### config.mk
export PLATFORM = sky130hd
export DESIGN_NAME = pipeline_control
export DESIGN_NICKNAME = d
export VERILOG_FILES = /design/src/rtl/pipeline_pkg.sv /design/src/rtl/pipe_sat_counter.sv /design/src/rtl/pipeline_control.sv
export SDC_FILE = /design/constraint.sdc
export NUM_CORES = 1
export LEC_CHECK = 0
export BUFFER_PORTS_ARGS = -buffer_cell sky130_fd_sc_hd__buf_2
export CORE_MARGIN = 2
export CORE_UTILIZATION = 44
export CTS_BUF_LIST = sky130_fd_sc_hd__clkbuf_8 sky130_fd_sc_hd__clkbuf_16
export DETAILED_ROUTE_END_ITERATION = 10
export PLACE_DENSITY_LB_ADDON = 0.08
export SETUP_SLACK_MARGIN = 0.05
export SYNTH_ARGS = -nofsm -noshare
export SYNTH_HDL_FRONTEND = slang
export SYNTH_SLANG_ARGS = --single-unit
### constraint.sdc
create_clock -name clk -period 2 [get_ports clk]
set_input_delay 0.4 -clock clk [delete_from_list [all_inputs] [get_ports clk]]
set_output_delay 0.4 -clock clk [all_outputs]
set_load 0.05 [all_outputs]
### src/rtl/pipeline_pkg.sv
// Shared opcodes, register constants and controller state encoding for the 4-stage pipeline.
package pipeline_pkg;

  localparam logic [2:0] OP_LW   = 3'b101;
  localparam logic [2:0] OP_BR   = 3'b110;
  localparam logic [2:0] OP_JALR = 3'b111;

  localparam logic [2:0] R0 = 3'b000;

  typedef enum logic [2:0] {
    StRun,
    StMemWait,
    StFlush,
    StDrain,
    StHalted
  } ctl_state_t;

endpackage

### src/rtl/pipe_sat_counter.sv
// Saturating up-counter with synchronous clear and asynchronous active-low reset.
module pipe_sat_counter #(
  parameter int unsigned WIDTH = 16
) (
  input  logic             clk,
  input  logic             rst_n,
  input  logic             inc,
  input  logic             clr,
  output logic [WIDTH-1:0] count
);

  logic [WIDTH-1:0] count_q, count_d;

  always_comb begin
    count_d = count_q;
    if (clr) begin
      count_d = '0;
    end else if (inc && (count_q != '1)) begin
      count_d = count_q + WIDTH'(1);
    end
  end

  always_ff @(posedge clk or negedge rst_n) begin
    if (!rst_n) begin
      count_q <= '0;
    end else begin
      count_q <= count_d;
    end
  end

  assign count = count_q;

endmodule

### src/rtl/pipeline_control.sv
// Hazard, redirect, memory-freeze and halt-drain sequencer for the decode/execute/mem/wb pipeline.
module pipeline_control
  import pipeline_pkg::*;
#(
  parameter int unsigned FLUSH_DEPTH  = 2,
  parameter int unsigned DRAIN_CYCLES = 3,
  parameter int unsigned MEM_TIMEOUT  = 255,
  parameter int unsigned CNT_W        = 16
) (
  input  logic             clk,
  input  logic             rst_n,
  input  logic             d_valid,
  input  logic [2:0]       d_s_1,
  input  logic [2:0]       d_s_2,
  input  logic             x_valid,
  input  logic [2:0]       x_opcode,
  input  logic [2:0]       x_tgt,
  input  logic             branch,
  input  logic [15:0]      branch_tgt,
  input  logic             mem_busy,
  input  logic             halt_req,
  output logic             pc_stall,
  output logic             decode_stall,
  output logic             exec_stall,
  output logic             decode_bubble,
  output logic             flush_front,
  output logic             pc_load,
  output logic [15:0]      pc_load_val,
  output logic             halted,
  output logic             mem_timeout,
  output logic [CNT_W-1:0] stall_count
);

  localparam int unsigned FR_W   = (FLUSH_DEPTH > 2) ? $clog2(FLUSH_DEPTH) : 1;
  localparam int unsigned DR_W   = (DRAIN_CYCLES > 2) ? $clog2(DRAIN_CYCLES) : 1;
  localparam int unsigned BUSY_W = (MEM_TIMEOUT > 1) ? $clog2(MEM_TIMEOUT + 1) : 1;

  localparam logic [FR_W-1:0]   FLUSH_INIT = FR_W'(FLUSH_DEPTH - 1);
  localparam logic [DR_W-1:0]   DRAIN_INIT = DR_W'(DRAIN_CYCLES - 1);
  localparam logic [BUSY_W-1:0] BUSY_LAST  = BUSY_W'(MEM_TIMEOUT - 1);

  ctl_state_t      state_q, state_d;
  ctl_state_t      run_state;
  logic [FR_W-1:0] flush_rem_q, flush_rem_d;
  logic [DR_W-1:0] drain_rem_q, drain_rem_d;
  logic            mem_timeout_q;

  logic pc_stall_c, decode_stall_c, exec_stall_c, decode_bubble_c;
  logic flush_front_c, pc_load_c, halted_c;
  logic load_use;
  logic timeout_hit;
  logic [BUSY_W-1:0] busy_cnt;

  assign load_use = x_valid && (x_opcode == OP_LW) && (x_tgt != R0) && d_valid &&
                    ((d_s_1 == x_tgt) || (d_s_2 == x_tgt));

  always_comb begin
    state_d         = state_q;
    flush_rem_d     = flush_rem_q;
    drain_rem_d     = drain_rem_q;
    pc_stall_c      = 1'b0;
    decode_stall_c  = 1'b0;
    exec_stall_c    = 1'b0;
    decode_bubble_c = 1'b0;
    flush_front_c   = 1'b0;
    pc_load_c       = 1'b0;
    halted_c        = 1'b0;

    // Once memory frees up, the cycle is handled as the state the freeze interrupted.
    run_state = state_q;
    if ((state_q == StMemWait) && !mem_busy) begin
      run_state = (flush_rem_q != '0) ? StFlush : StRun;
    end

    if (run_state == StHalted) begin
      pc_stall_c     = 1'b1;
      decode_stall_c = 1'b1;
      exec_stall_c   = 1'b1;
      halted_c       = 1'b1;
    end else if (halt_req && (run_state != StDrain)) begin
      pc_stall_c     = 1'b1;
      decode_stall_c = 1'b1;
      exec_stall_c   = mem_busy;
      flush_front_c  = 1'b1;
      flush_rem_d    = '0;
      if (DRAIN_CYCLES <= 1) begin
        state_d = StHalted;
      end else begin
        state_d     = StDrain;
        drain_rem_d = DRAIN_INIT;
      end
    end else begin
      unique case (run_state)
        StDrain: begin
          pc_stall_c     = 1'b1;
          decode_stall_c = 1'b1;
          exec_stall_c   = mem_busy;
          flush_front_c  = 1'b1;
          if (!mem_busy) begin
            if (drain_rem_q == DR_W'(1)) begin
              state_d = StHalted;
            end else begin
              drain_rem_d = drain_rem_q - DR_W'(1);
            end
          end
        end
        StMemWait: begin
          pc_stall_c     = 1'b1;
          decode_stall_c = 1'b1;
          exec_stall_c   = 1'b1;
        end
        StRun, StFlush: begin
          if (mem_busy) begin
            // Execute is frozen, so a pending branch or hazard re-presents after the wait.
            pc_stall_c     = 1'b1;
            decode_stall_c = 1'b1;
            exec_stall_c   = 1'b1;
            state_d        = StMemWait;
          end else if (run_state == StFlush) begin
            flush_front_c = 1'b1;
            flush_rem_d   = flush_rem_q - FR_W'(1);
            state_d       = (flush_rem_q == FR_W'(1)) ? StRun : StFlush;
          end else if (branch) begin
            pc_load_c     = 1'b1;
            flush_front_c = 1'b1;
            if (FLUSH_DEPTH > 1) begin
              state_d     = StFlush;
              flush_rem_d = FLUSH_INIT;
            end else begin
              state_d = StRun;
            end
          end else if (load_use) begin
            pc_stall_c      = 1'b1;
            decode_stall_c  = 1'b1;
            decode_bubble_c = 1'b1;
            state_d         = StRun;
          end else begin
            state_d = StRun;
          end
        end
        default: begin
          state_d = StRun;
        end
      endcase
    end
  end

  always_ff @(posedge clk or negedge rst_n) begin
    if (!rst_n) begin
      state_q     <= StRun;
      flush_rem_q <= '0;
      drain_rem_q <= '0;
    end else begin
      state_q     <= state_d;
      flush_rem_q <= flush_rem_d;
      drain_rem_q <= drain_rem_d;
    end
  end

  // Controls are combinational, so force them low while reset is held.
  assign pc_stall      = rst_n & pc_stall_c;
  assign decode_stall  = rst_n & decode_stall_c;
  assign exec_stall    = rst_n & exec_stall_c;
  assign decode_bubble = rst_n & decode_bubble_c;
  assign flush_front   = rst_n & flush_front_c;
  assign pc_load       = rst_n & pc_load_c;
  assign halted        = rst_n & halted_c;
  assign pc_load_val   = (rst_n && pc_load_c) ? branch_tgt : 16'h0000;

  pipe_sat_counter #(
    .WIDTH (CNT_W)
  ) u_stall_cnt (
    .clk   (clk),
    .rst_n (rst_n),
    .inc   (pc_stall),
    .clr   (1'b0),
    .count (stall_count)
  );

  pipe_sat_counter #(
    .WIDTH (BUSY_W)
  ) u_busy_cnt (
    .clk   (clk),
    .rst_n (rst_n),
    .inc   (mem_busy),
    .clr   (!mem_busy),
    .count (busy_cnt)
  );

  // Flag rises on the edge that completes the MEM_TIMEOUT-th consecutive busy cycle.
  assign timeout_hit = (MEM_TIMEOUT != 0) && mem_busy && (busy_cnt == BUSY_LAST);

  always_ff @(posedge clk or negedge rst_n) begin
    if (!rst_n) begin
      mem_timeout_q <= 1'b0;
    end else if (timeout_hit) begin
      mem_timeout_q <= 1'b1;
    end
  end

  assign mem_timeout = mem_timeout_q;

endmodule
==> impl_results.rst <==
.. list-table::
   :header-rows: 1

   * - Metric
     - Value
   * - Run status
     - complete, but fails checks
   * - Violated checks
     - setup timing
   * - Stage delay of the slowest cell on the critical path
     - 450 ps
   * - Maximum clock insertion buffer count
     - 2
   * - Die Area
     - 0.00486 sq mm
   * - Final wirelength
     - 5.39 mm
   * - Length of routed wiring on met1
     - 2.22 mm
   * - Setup repair after global routing missed its margin
     - true
   * - Count of final max-slew check failures
     - 0
   * - Clock buffer count from CTS
     - 5
   * - Critical-path top delay cell
     - dfrtp_2
   * - Crit path top cell by count
     - nand2_4
   * - Length in cells of the worst reg-to-reg path
     - 9
   * - Worst setup path end
     - pc_load_val[2]
   * - Pin count of the biggest net entering global routing
     - 36
   * - Post-route setup slack
     - -401 ps
   * - Final-layout worst hold slack
     - 167 ps
   * - Top layer used by detailed routing
     - met4
   * - Total of warnings raised by yosys
     - 0
   * - Mapped Cells
     - 209
   * - Post-detailed-route count of antenna-violating nets
     - 0
   * - Area growth from synthesis to layout
     - 60.8%
   * - Final GP Congestion
     - 0.825
   * - Share of synthesized area occupied by flip-flops and latches
     - 40.8%
   * - Cell count along the critical path
     - 8
   * - Instance count after placement with tap cells included
     - 349
   * - Endpoint of the most critical register-to-register path
     - u_stall_cnt.count[1]
   * - Share of layout cells above drive strength 1
     - 52.9%
   * - Kind of launch point of the worst setup path
     - flop
   * - Met2 wire len
     - 2.63 mm
   * - Post-CTS Hold Fix Bufs
     - 0
   * - Most frequent cells in the layout
     - 52 x buf_2, 28 x buf_4, 26 x dfrtp_1, 17 x buf_8, 15 x nor2_1
   * - Final hold violation count
     - 0
   * - Clk pin slew, worst setup/hold paths
     - 70 ps
   * - Drt initial violations
     - 50
   * - Width of the die
     - 69.7 um
   * - I/O pin cnt
     - 75
   * - Height of the die
     - 69.7 um
   * - Fmax
     - 416 MHz
   * - Hold Path Class
     - in2async
   * - Clock tree sinks
     - 31
   * - Count of placed standard cells in the final layout, fillers left out
     - 364
   * - Measured slew at the worst slew-check pin
     - 419 ps
   * - Total number of nets in the final design
     - 352
   * - Leakage power
     - 1.50 nW
   * - Power per cell area
     - 995 mW/mm^2
   * - Max VDD drop
     - 1.33 mV
   * - Total global routing overflow
     - 0
   * - TritonCTS clock tree
     - yes
   * - Worst-path fanout max
     - 17
   * - Wire length per cell after detailed routing
     - 14.8 um
   * - Type of element capturing the critical path
     - output port
   * - Standard-cell row count
     - 23
   * - Fin crit period
     - 2400 ps
   * - Root buffer cell
     - clkbuf_8
   * - Netlist Area Pre-Place
     - 0.00190 sq mm
   * - Remaining design rule violation count
     - 0
   * - Final setup skew
     - 7.24 ps
   * - Unique masters post-synth
     - 41
   * - Final setup violation count
     - 36
   * - Worst Setup Path Type
     - reg2out
   * - Reg2Reg Launch Point
     - state_q[0]
   * - Placed wire-length estimate after detailed placement
     - 3.81 mm
   * - CP cell instances
     - nand2_4 -> nand2_4 -> or3_4 -> a21oi_2 -> and3_4 -> buf_12 -> and2_2 -> buf_6
   * - Final antenna diode count
     - 0
   * - Number of buffers added on ports
     - 74
   * - Length of routed met3 wiring
     - 407 um
   * - Count of state elements after synthesis
     - 31
   * - Max-cap check violation count
     - 0
   * - Setup slack, reg-to-reg
     - -210 ps
   * - Critical Path Start
     - state_q[1]
   * - Family of cells with the greatest summed delay on the critical path
     - simple AND/OR/NAND/NOR gates
   * - Via count
     - 1948
   * - Arrival time of the worst setup path
     - 2000 ps
   * - First-pass GRT wire length
     - 8.89 mm
   * - Via/cell ratio
     - 5.35
   * - Most frequent standard cell in the layout excluding fill and tap cells
     - buf_2
   * - GRT Overall Usage
     - 23.2%
   * - Number of antenna violations at the first check in global routing
     - 0
   * - Core box area
     - 0.00409 sq mm
   * - CTS H-tree depth
     - 2
   * - Crit path buf inv count
     - 2
   * - Starting density of the core
     - 46.5%
   * - Mean instance size in the synthesized netlist
     - 9.09 sq um
   * - Critical path required time
     - 1600 ps
   * - Post-Syn Nets
     - 248
   * - Headroom to the max-slew limit
     - 72.1%
   * - Insertion delay of the later-clocked pin in the worst-skew pair
     - 290 ps
   * - Via count of the first global-routing pass
     - 1812
   * - Drt pass-1 iters
     - 4
   * - Share of the clock period used by the worst path
     - 120%
[synth_stat cells]
library cell | count | area [sq um]
a31o_1 | 1 | 8.76
o21a_1 | 1 | 7.51
nand4_1 | 11 | 68.8
buf_4 | 1 | 7.51
nor2_1 | 17 | 63.8
and3_1 | 4 | 25.0
xnor2_1 | 14 | 123
nor4b_1 | 1 | 8.76
nand3_1 | 13 | 65.1
or3_1 | 2 | 12.5
nor2b_1 | 4 | 25.0
o21ai_0 | 13 | 65.1
and2_1 | 20 | 125
dfrtp_1 | 31 | 776
nand2_1 | 12 | 45.0
o21bai_1 | 1 | 7.51
nand2b_1 | 3 | 18.8
a22o_1 | 1 | 8.76
a222oi_1 | 1 | 10.0
buf_6 | 2 | 22.5
buf_2 | 3 | 15.0
o21ai_1 | 1 | 5.00
nand3b_1 | 1 | 7.51
o31ai_1 | 1 | 7.51
ha_1 | 4 | 50.1
a211oi_1 | 2 | 15.0
xor2_1 | 12 | 105
nor3_1 | 5 | 25.0
o211ai_1 | 1 | 7.51
a31oi_1 | 3 | 18.8
a311oi_2 | 1 | 15.0
a21o_1 | 1 | 7.51
mux2_2 | 1 | 11.3
a21boi_0 | 1 | 7.51
a22oi_4 | 1 | 21.3
inv_1 | 5 | 18.8
or2_2 | 1 | 6.26
and4_1 | 1 | 8.76
nor3b_1 | 2 | 15.0
a21oi_1 | 4 | 20.0
clkbuf_1 | 5 | 18.8
[worst min-delay path by stage]
| stage | slack, ps | depth (start not counted) | start | to |
|---|---|---|---|---|
| 5_1_grt | 210 | 2 | rst_n | state_q[2] |
| 4_1_cts | 170 | 2 | rst_n | u_stall_cnt.count[4] |
| 6_report | 170 | 2 | rst_n | state_q[2] |
| 2_1_floorplan | 100 | 0 | rst_n | drain_rem_q[0] |
| 3_5_place_dp | 460 | 1 | mem_timeout | mem_timeout |
| 3_3_place_gp | 470 | 1 | mem_timeout | mem_timeout |
[final cells by class]
| cell class | count | area (sq um) |
|---|---|---|
| inverter | 5 | 18.8 |
| tap | 50 | 62.6 |
| multi-input combinational | 162 | 1220 |
| sequential | 31 | 782 |
| clock inverter | 2 | 35.0 |
| clock buffer | 6 | 82.6 |
| fill | 308 | 1030 |
| timing repair buffer | 108 | 858 |
[worst register-to-register path, stage by stage (launching register included)]
cell      delay [ps]
dfrtp_2          420
buf_4            150
nor3b_4           40
a311oi_2         230
o211ai_1         170
a31o_2           300
buf_4            150
a22oi_4          190
buf_6            160
mux2_4           300
[power breakdown]
group	switching, mW	internal, mW
Clock	0.244	0.403
Sequential	0.143	0.764
Combinational	0.855	0.632
[cells by family (layout without fill, tap and decap cells)]
| logic type | count (synthesis) | in the layout | share of synthesized area, % |
|---|---|---|---|
| and+or+nand+nor | 97 | 97 | 27.4 |
| AOI/OAI and AO/OA | 34 | 34 | 12.2 |
| DFF | 31 | 31 | 40.8 |
| xor gates and xnor gates | 26 | 26 | 12.0 |
| buffers and inverters | 16 | 121 | 4.35 |
| adders and majority gates | 4 | 4 | 2.63 |
| muxes | 1 | 1 | 0.592 |
[state kept, by name, summed over array words and instances, names as in the netlist]
signal             count
u_busy_cnt.count       8
flush_rem_q            1
drain_rem_q            2
state_q                3
u_stall_cnt.count     16
mem_timeout            1
[routing by layer]
layer | global-route usage (%) | up-vias
met5 | 0 | -
met3 | 5.81 | 14
met2 | 39.4 | 87
met1 | 28.2 | 913
li1 | - | 934
met4 | 8.97 | 0
[repair_timing]
item,CTS,global route
buffers inserted,5,2
resized for setup,73,13
pin swaps,2,4
setup endpoints to repair,38,39
[stage by stage]
stage / worst slack [ps] / TNS (ps) / utilization, % / power [mW] / area (sq um)
floorplan: -147 / -2090 / - / 1.82 / 2040
global placement: -278 / -7850 / 63.5 / 2.20 / 2590
detailed placement: -286 / -7980 / 63.5 / 2.22 / 2590
CTS: -390 / -10670 / 73.3 / 3.01 / 3000
global route: -477 / -13110 / 74.8 / 3.21 / 3060
finish: -401 / -9620 / 74.8 / 3.04 / 3060
(Power assumes the default switching activity.)
